## src/rtl/sseg_scan_capture.sv

```systemverilog
// sseg_scan_capture: recovers hex digits from a multiplexed seven-segment bus.
// Ports: clk, reset (sync, active-high), anode (active-low digit select),
//   cathode (active-high a..g, dp), value (last frame, 4 bits per slot),
//   frame_valid (1-cycle pulse), frame_err (with frame_valid), stale (level),
//   dp_out (decimal points of last frame).
// Optional macro SSEG_SCAN_CAPTURE_DP_EN: capture cathode[7] as dp bits;
//   when undefined dp_out is 0 and cathode[7] is ignored.
module sseg_scan_capture #(
   parameter int DIGITS         = 4,
   parameter int SETTLE_CYCLES  = 4,
   parameter int TIMEOUT_CYCLES = 1024
) (
   input  logic                clk,
   input  logic                reset,
   input  logic [DIGITS-1:0]   anode,
   input  logic [7:0]          cathode,
   output logic [4*DIGITS-1:0] value,
   output logic                frame_valid,
   output logic                frame_err,
   output logic                stale,
   output logic [DIGITS-1:0]   dp_out
);

   localparam int CW = $clog2(SETTLE_CYCLES);
   localparam int IW = $clog2(TIMEOUT_CYCLES + 1);
   localparam int SW = $clog2(DIGITS);
   localparam logic [CW-1:0] CNT_MAX   = CW'(SETTLE_CYCLES - 1);
   localparam logic [IW-1:0] IDLE_MAX  = IW'(TIMEOUT_CYCLES);
   localparam logic [IW-1:0] IDLE_LAST = IW'(TIMEOUT_CYCLES - 1);

`ifdef SSEG_SCAN_CAPTURE_DP_EN
   localparam logic [7:0] KEY_MASK = 8'hFF;
`else
   localparam logic [7:0] KEY_MASK = 8'h7F;
`endif

   typedef enum logic [1:0] {IDLE, SETTLE, HOLD} state_t;

   state_t              state_q, state_d;
   logic [DIGITS+7:0]   key, prev_q;
   logic [CW-1:0]       cnt_q, cnt_d;
   logic [IW-1:0]       idle_q, idle_d;
   logic [DIGITS-1:0]   seen_q, seen_d;
   logic [4*DIGITS-1:0] nib_q, nib_d, value_q, value_d;
   logic                bad_q, bad_d;
   logic                fv_q, fv_d;
   logic                err_q, err_d;
   logic                stale_q, stale_d;
   logic                same, active, illegal, sample, full, tmo;
   logic [SW-1:0]       slot;
   logic [4:0]          dec;

   // {valid, nibble}; unknown patterns decode to nibble 0
   function automatic logic [4:0] seg_decode(input logic [6:0] s);
      case (s)
         7'h3F:   seg_decode = 5'h10;
         7'h06:   seg_decode = 5'h11;
         7'h5B:   seg_decode = 5'h12;
         7'h4F:   seg_decode = 5'h13;
         7'h66:   seg_decode = 5'h14;
         7'h6D:   seg_decode = 5'h15;
         7'h7D:   seg_decode = 5'h16;
         7'h07:   seg_decode = 5'h17;
         7'h7F:   seg_decode = 5'h18;
         7'h6F:   seg_decode = 5'h19;
         7'h77:   seg_decode = 5'h1A;
         7'h7C:   seg_decode = 5'h1B;
         7'h39:   seg_decode = 5'h1C;
         7'h5E:   seg_decode = 5'h1D;
         7'h79:   seg_decode = 5'h1E;
         7'h71:   seg_decode = 5'h1F;
         default: seg_decode = 5'h00;
      endcase
   endfunction

   // anode classification and active slot index
   always_comb begin
      active  = ($countones(~anode) == 1);
      illegal = ($countones(~anode) > 1);
      slot    = '0;
      for (int i = 0; i < DIGITS; i++) begin
         if (!anode[i]) slot = SW'(i);
      end
   end

   // dwell counter and sampling FSM
   always_comb begin
      key     = {anode, cathode & KEY_MASK};
      same    = (key == prev_q);
      cnt_d   = '0;
      sample  = 1'b0;
      state_d = state_q;
      if (same) begin
         cnt_d = (cnt_q == CNT_MAX) ? cnt_q : cnt_q + 1'b1;
      end
      if (!active) begin
         state_d = IDLE;
      end else if (!same) begin
         state_d = SETTLE;
      end else begin
         unique case (state_q)
            IDLE:    state_d = SETTLE;
            SETTLE: begin
               if (cnt_d == CNT_MAX) begin
                  sample  = 1'b1;
                  state_d = HOLD;
               end
            end
            HOLD:    state_d = HOLD;
            default: state_d = IDLE;
         endcase
      end
   end

   // frame assembly, completion and stale tracking
   always_comb begin
      dec     = seg_decode(cathode[6:0]);
      full    = &seen_q;
      tmo     = !sample && (idle_q == IDLE_LAST);
      seen_d  = seen_q;
      bad_d   = bad_q;
      nib_d   = nib_q;
      value_d = value_q;
      fv_d    = 1'b0;
      err_d   = 1'b0;
      stale_d = stale_q;
      idle_d  = '0;
      if (!sample) begin
         idle_d = (idle_q == IDLE_MAX) ? idle_q : idle_q + 1'b1;
      end
      // completion reports the pre-sample frame; a same-cycle
      // sample below lands in the freshly cleared next frame
      if (full) begin
         value_d = nib_q;
         fv_d    = 1'b1;
         err_d   = bad_q;
         seen_d  = '0;
         bad_d   = 1'b0;
      end
      if (tmo) begin
         stale_d = 1'b1;
         seen_d  = '0;
         bad_d   = 1'b0;
      end
      // flag an illegal select once, on the first cycle of its dwell
      if (illegal && !same) bad_d = 1'b1;
      if (sample) begin
         stale_d                  = 1'b0;
         seen_d[slot]             = 1'b1;
         nib_d[int'(slot)*4 +: 4] = dec[3:0];
         if (!dec[4]) bad_d = 1'b1;
      end
   end

   always_ff @(posedge clk) begin
      if (reset) begin
         state_q <= IDLE;
         prev_q  <= '0;
         cnt_q   <= '0;
         idle_q  <= '0;
         seen_q  <= '0;
         bad_q   <= 1'b0;
         nib_q   <= '0;
         value_q <= '0;
         fv_q    <= 1'b0;
         err_q   <= 1'b0;
         stale_q <= 1'b0;
      end else begin
         state_q <= state_d;
         prev_q  <= key;
         cnt_q   <= cnt_d;
         idle_q  <= idle_d;
         seen_q  <= seen_d;
         bad_q   <= bad_d;
         nib_q   <= nib_d;
         value_q <= value_d;
         fv_q    <= fv_d;
         err_q   <= err_d;
         stale_q <= stale_d;
      end
   end

`ifdef SSEG_SCAN_CAPTURE_DP_EN
   logic [DIGITS-1:0] dps_q, dps_d, dp_q, dp_d;

   always_comb begin
      dps_d = dps_q;
      dp_d  = full ? dps_q : dp_q;
      if (sample) dps_d[slot] = cathode[7];
   end

   always_ff @(posedge clk) begin
      if (reset) begin
         dps_q <= '0;
         dp_q  <= '0;
      end else begin
         dps_q <= dps_d;
         dp_q  <= dp_d;
      end
   end

   assign dp_out = dp_q;
`else
   assign dp_out = '0;
`endif

   assign value       = value_q;
   assign frame_valid = fv_q;
   assign frame_err   = err_q;
   assign stale       = stale_q;

endmodule

```

## config.mk

```make
export PLATFORM = sky130hd
export DESIGN_NAME = sseg_scan_capture
export DESIGN_NICKNAME = d
export VERILOG_FILES = /design/src/rtl/sseg_scan_capture.sv
export SDC_FILE = /design/constraint.sdc
export NUM_CORES = 1
export LEC_CHECK = 0
export CORE_MARGIN = 1.5
export CORE_UTILIZATION = 60
export CTS_CLUSTER_DIAMETER = 200
export DETAILED_ROUTE_END_ITERATION = 7
export PLACE_DENSITY = 0.95
export SLEW_MARGIN = 0
export SYNTH_ARGS = -nofsm -noshare
export SYNTH_HDL_FRONTEND = slang
export SYNTH_SLANG_ARGS = --single-unit
export TNS_END_PERCENT = 1
```

## constraint.sdc

```tcl
create_clock -name clk -period 6.15 [get_ports clk]
set_input_delay 1.5375 -clock clk [delete_from_list [all_inputs] [get_ports clk]]
set_output_delay 1.5375 -clock clk [all_outputs]
set_load 0.02 [all_outputs]
```

==> impl_metrics.json <==
{
  "multi_input_area_sq_um": 1740,
  "synth_cell_types": 65,
  "grt_pass1_vias": 2546,
  "setup_viol": 0,
  "tritoncts": "built",
  "vias": 2584,
  "outcome": "finished clean",
  "dp_hpwl_um": 4600,
  "regToRegSetupSlack_ns": 3.92,
  "synth_area_sq_um": 3240,
  "avgViaCountPerCell": 5.69,
  "cts_setup_buffers": 0,
  "synth_edf_count": 0,
  "grt-ovfl-total": 0,
  "p_per_area_nw_per_um2": 241,
  "drv_slew": 0,
  "ioPinCount": 37,
  "yosysSeqAreaShare_pct": 40.8,
  "rows": 26,
  "htreeDepth": 3,
  "antenna_found_initial": 0,
  "fillers": 415,
  "gp_congestion": 0.838,
  "yosys_warnings": 0,
  "wl_um": 6820,
  "ir_drop_uv": 135,
  "routedWlPerCell_um": 15.0,
  "period_needed_ns": 4.64,
  "final_cells": 454,
  "seqPwrFrac_pct": 49.1,
  "startpoint_type": "primary input",
  "root_buffer": "clkbuf_8",
  "clock_path_buffers": 2,
  "layout_setup_ws_ns": 1.51,
  "numCtsBuffers": 9,
  "regArea_sq_um": 1320,
  "drive_gt1_share_pct": 8.59,
  "path_clk_slew_ns": 0.07,
  "slew_headroom_pct": 38.3,
  "critPathKind": "primary input to flop",
  "arrival_ns": 4.93,
  "rsz0062_at_grt": "no",
  "first_pass_iters": 4,
  "endpoint_kind": "flop",
  "tightest_slew_ns": 0.922,
  "core_area_sq_um": 5140,
  "pwr-share-clk_pct": 40.3,
  "cp.required_ns": 6.45,
  "net-switching-power_mw": 0.237,
  "layout_commonest_cell": "dfxtp_1",
  "drt_iter0_drc": 136,
  "fmax_mhz": 216,
  "finalCritPeriodShare_pct": 75.4,
  "hold_violations": 0,
  "p_leak_nw": 1.36,
  "ys_ff_latch": 66,
  "clock_latency_ns": 0.36,
  "grt_usage_pct": 24.9,
  "synth-main-ff-cell": "dfxtp_1",
  "power_mw": 0.896,
  "grt_pass1_wl_um": 11600,
  "switching_share_pct": 26.4,
  "syn_avg_cell_area_sq_um": 9.09,
  "num-nets-final": 408,
  "skew_ns": 0.0118,
  "p_comb_share_pct": 10.6,
  "async_flop_share_pct": 0,
  "p_int_mw": 0.659,
  "dieWidth_um": 76.4,
  "mostFrequentLayoutCells": "66 x dfxtp_1, 47 x nand2_1, 31 x clkdlybuf4s50_1",
  "portBuffers": 31,
  "netlist_instances": 356,
  "setup_tns_ns": 0,
  "syn2layout_area_growth_pct": 14.8,
  "antennaDiodeCount": 0,
  "ctsHoldBuffers": 0,
  "drc": 0,
  "place_inst": 438,
  "dieHeight_um": 76.4,
  "crit_fanout": 12,
  "start_util_pct": 63.0,
  "drt.antenna.violating_nets": 0,
  "drv_cap": 0,
  "grt_max_degree": 44,
  "hp-class": "flop to flop",
  "die_area_sq_um": 5840,
  "pre_cts_ws_ns": 1.27,
  "cts_sinks": 66,
  "post_cts_resize_count": 0
}
==> synthesized netlist by cell type (3+ instances only) <==
library cell,count,share of area [%]
a22o_1,4,1.1
buf_2,6,0.93
nor4_1,5,0.97
o21ai_0,3,0.46
nor3_1,11,1.7
clkbuf_1,7,0.81
nor2_1,26,3.0
buf_6,3,1.0
buf_4,4,0.93
dfxtp_1,66,41
nor2b_1,11,2.1
nand4_1,4,0.77
xor2_1,6,1.6
nor3b_1,3,0.70
xnor2_1,13,3.5
a22oi_1,3,0.70
nand3_1,11,1.7
nand2_1,47,5.5
ha_1,14,5.4
a32o_1,5,1.5
a21oi_1,22,3.4
or3_1,5,0.97
o2bb2ai_1,8,2.2
inv_1,14,1.6
buf_1,3,0.35
==> metal layers <==
layer	GRT usage, %	vias up	part of all wire [%]
met1	29.0	1215	44
met5	0	-	0
met4	12.8	0	2.1
met2	42.1	62	50
li1	-	1290	-
met3	6.47	17	4.5
==> metrics by stage <==
stage	area, sq um	utilization [%]	hold slack [ns]
finish	3710	72.3	0.450
global route	3710	72.3	0.471
CTS	3710	72.3	0.449
detailed placement	3520	68.5	0.446
global placement	3520	68.5	0.445
floorplan	3250	-	0.432
==> flip-flops by register name, indices dropped and copies added (netlist names) <==
register	cells
frame_valid	1
prev_q	11
frame_err	1
value	16
seen_q	4
cnt_q	2
nib_q	16
state_q	2
idle_q	11
stale	1
bad_q	1
==> power by group through the flow <==
stage / clock, mW / sequential, mW / combinational [mW]
5_1_grt: 0.378 / 0.440 / 0.105
6_report: 0.361 / 0.440 / 0.0950
3_5_place_dp: 0 / 0.450 / 0.0930
2_1_floorplan: 0 / 0.449 / 0.0721
3_3_place_gp: 0 / 0.449 / 0.0877
4_1_cts: 0.363 / 0.440 / 0.0943
==> area by class of cell <==
cell class,instances,share of cell area [%]
multi-input cells,255,46.8
inverters,15,1.52
well taps,70,2.36
repair buffers,32,8.56
clock buffers,9,3.33
clock inverters,7,1.89
flip-flops and latches,66,35.6
==> worst max-delay path, stage by stage <==
cell	delay, ns
clkdlybuf4s50_1	0.57
fa_1	0.44
inv_1	0.06
ha_1	0.17
inv_1	0.05
ha_1	0.28
nor3b_1	0.28
nand3_1	0.25
nor4_4	0.64
nor4b_4	0.43
a22o_1	0.21
==> cells by family (layout without fill, tap and decap cells) <==
group                      count (synthesis)  after routing  share of synthesized area (%)
xor gates and xnor gates                  21             21                           6.15
adders and majority gates                 15             15                           6.03
buffers and inverters                     38             63                           5.80
AOI/OAI and AO/OA                         65             65                           15.4
muxes                                      3              3                          0.967
other                                      1              4                          0.116
DFF                                       66             66                           40.8
and+or+nand+nor                          147            147                           24.7
==> worst paths after layout <==
path                            endpoint  depth (start not counted)                  start
setup / recovery  nib_q[11]$_SDFFE_PP0P_                         11               anode[3]
setup reg to reg  nib_q[11]$_SDFFE_PP0P_                          5   prev_q[9]$_SDFF_PP0_
hold / removal     value[9]$_SDFFE_PP0P_                          2  nib_q[9]$_SDFFE_PP0P_
hold reg to reg    value[9]$_SDFFE_PP0P_                          2  nib_q[9]$_SDFFE_PP0P_
No activity file was read; power rests on OpenSTA's default activity.
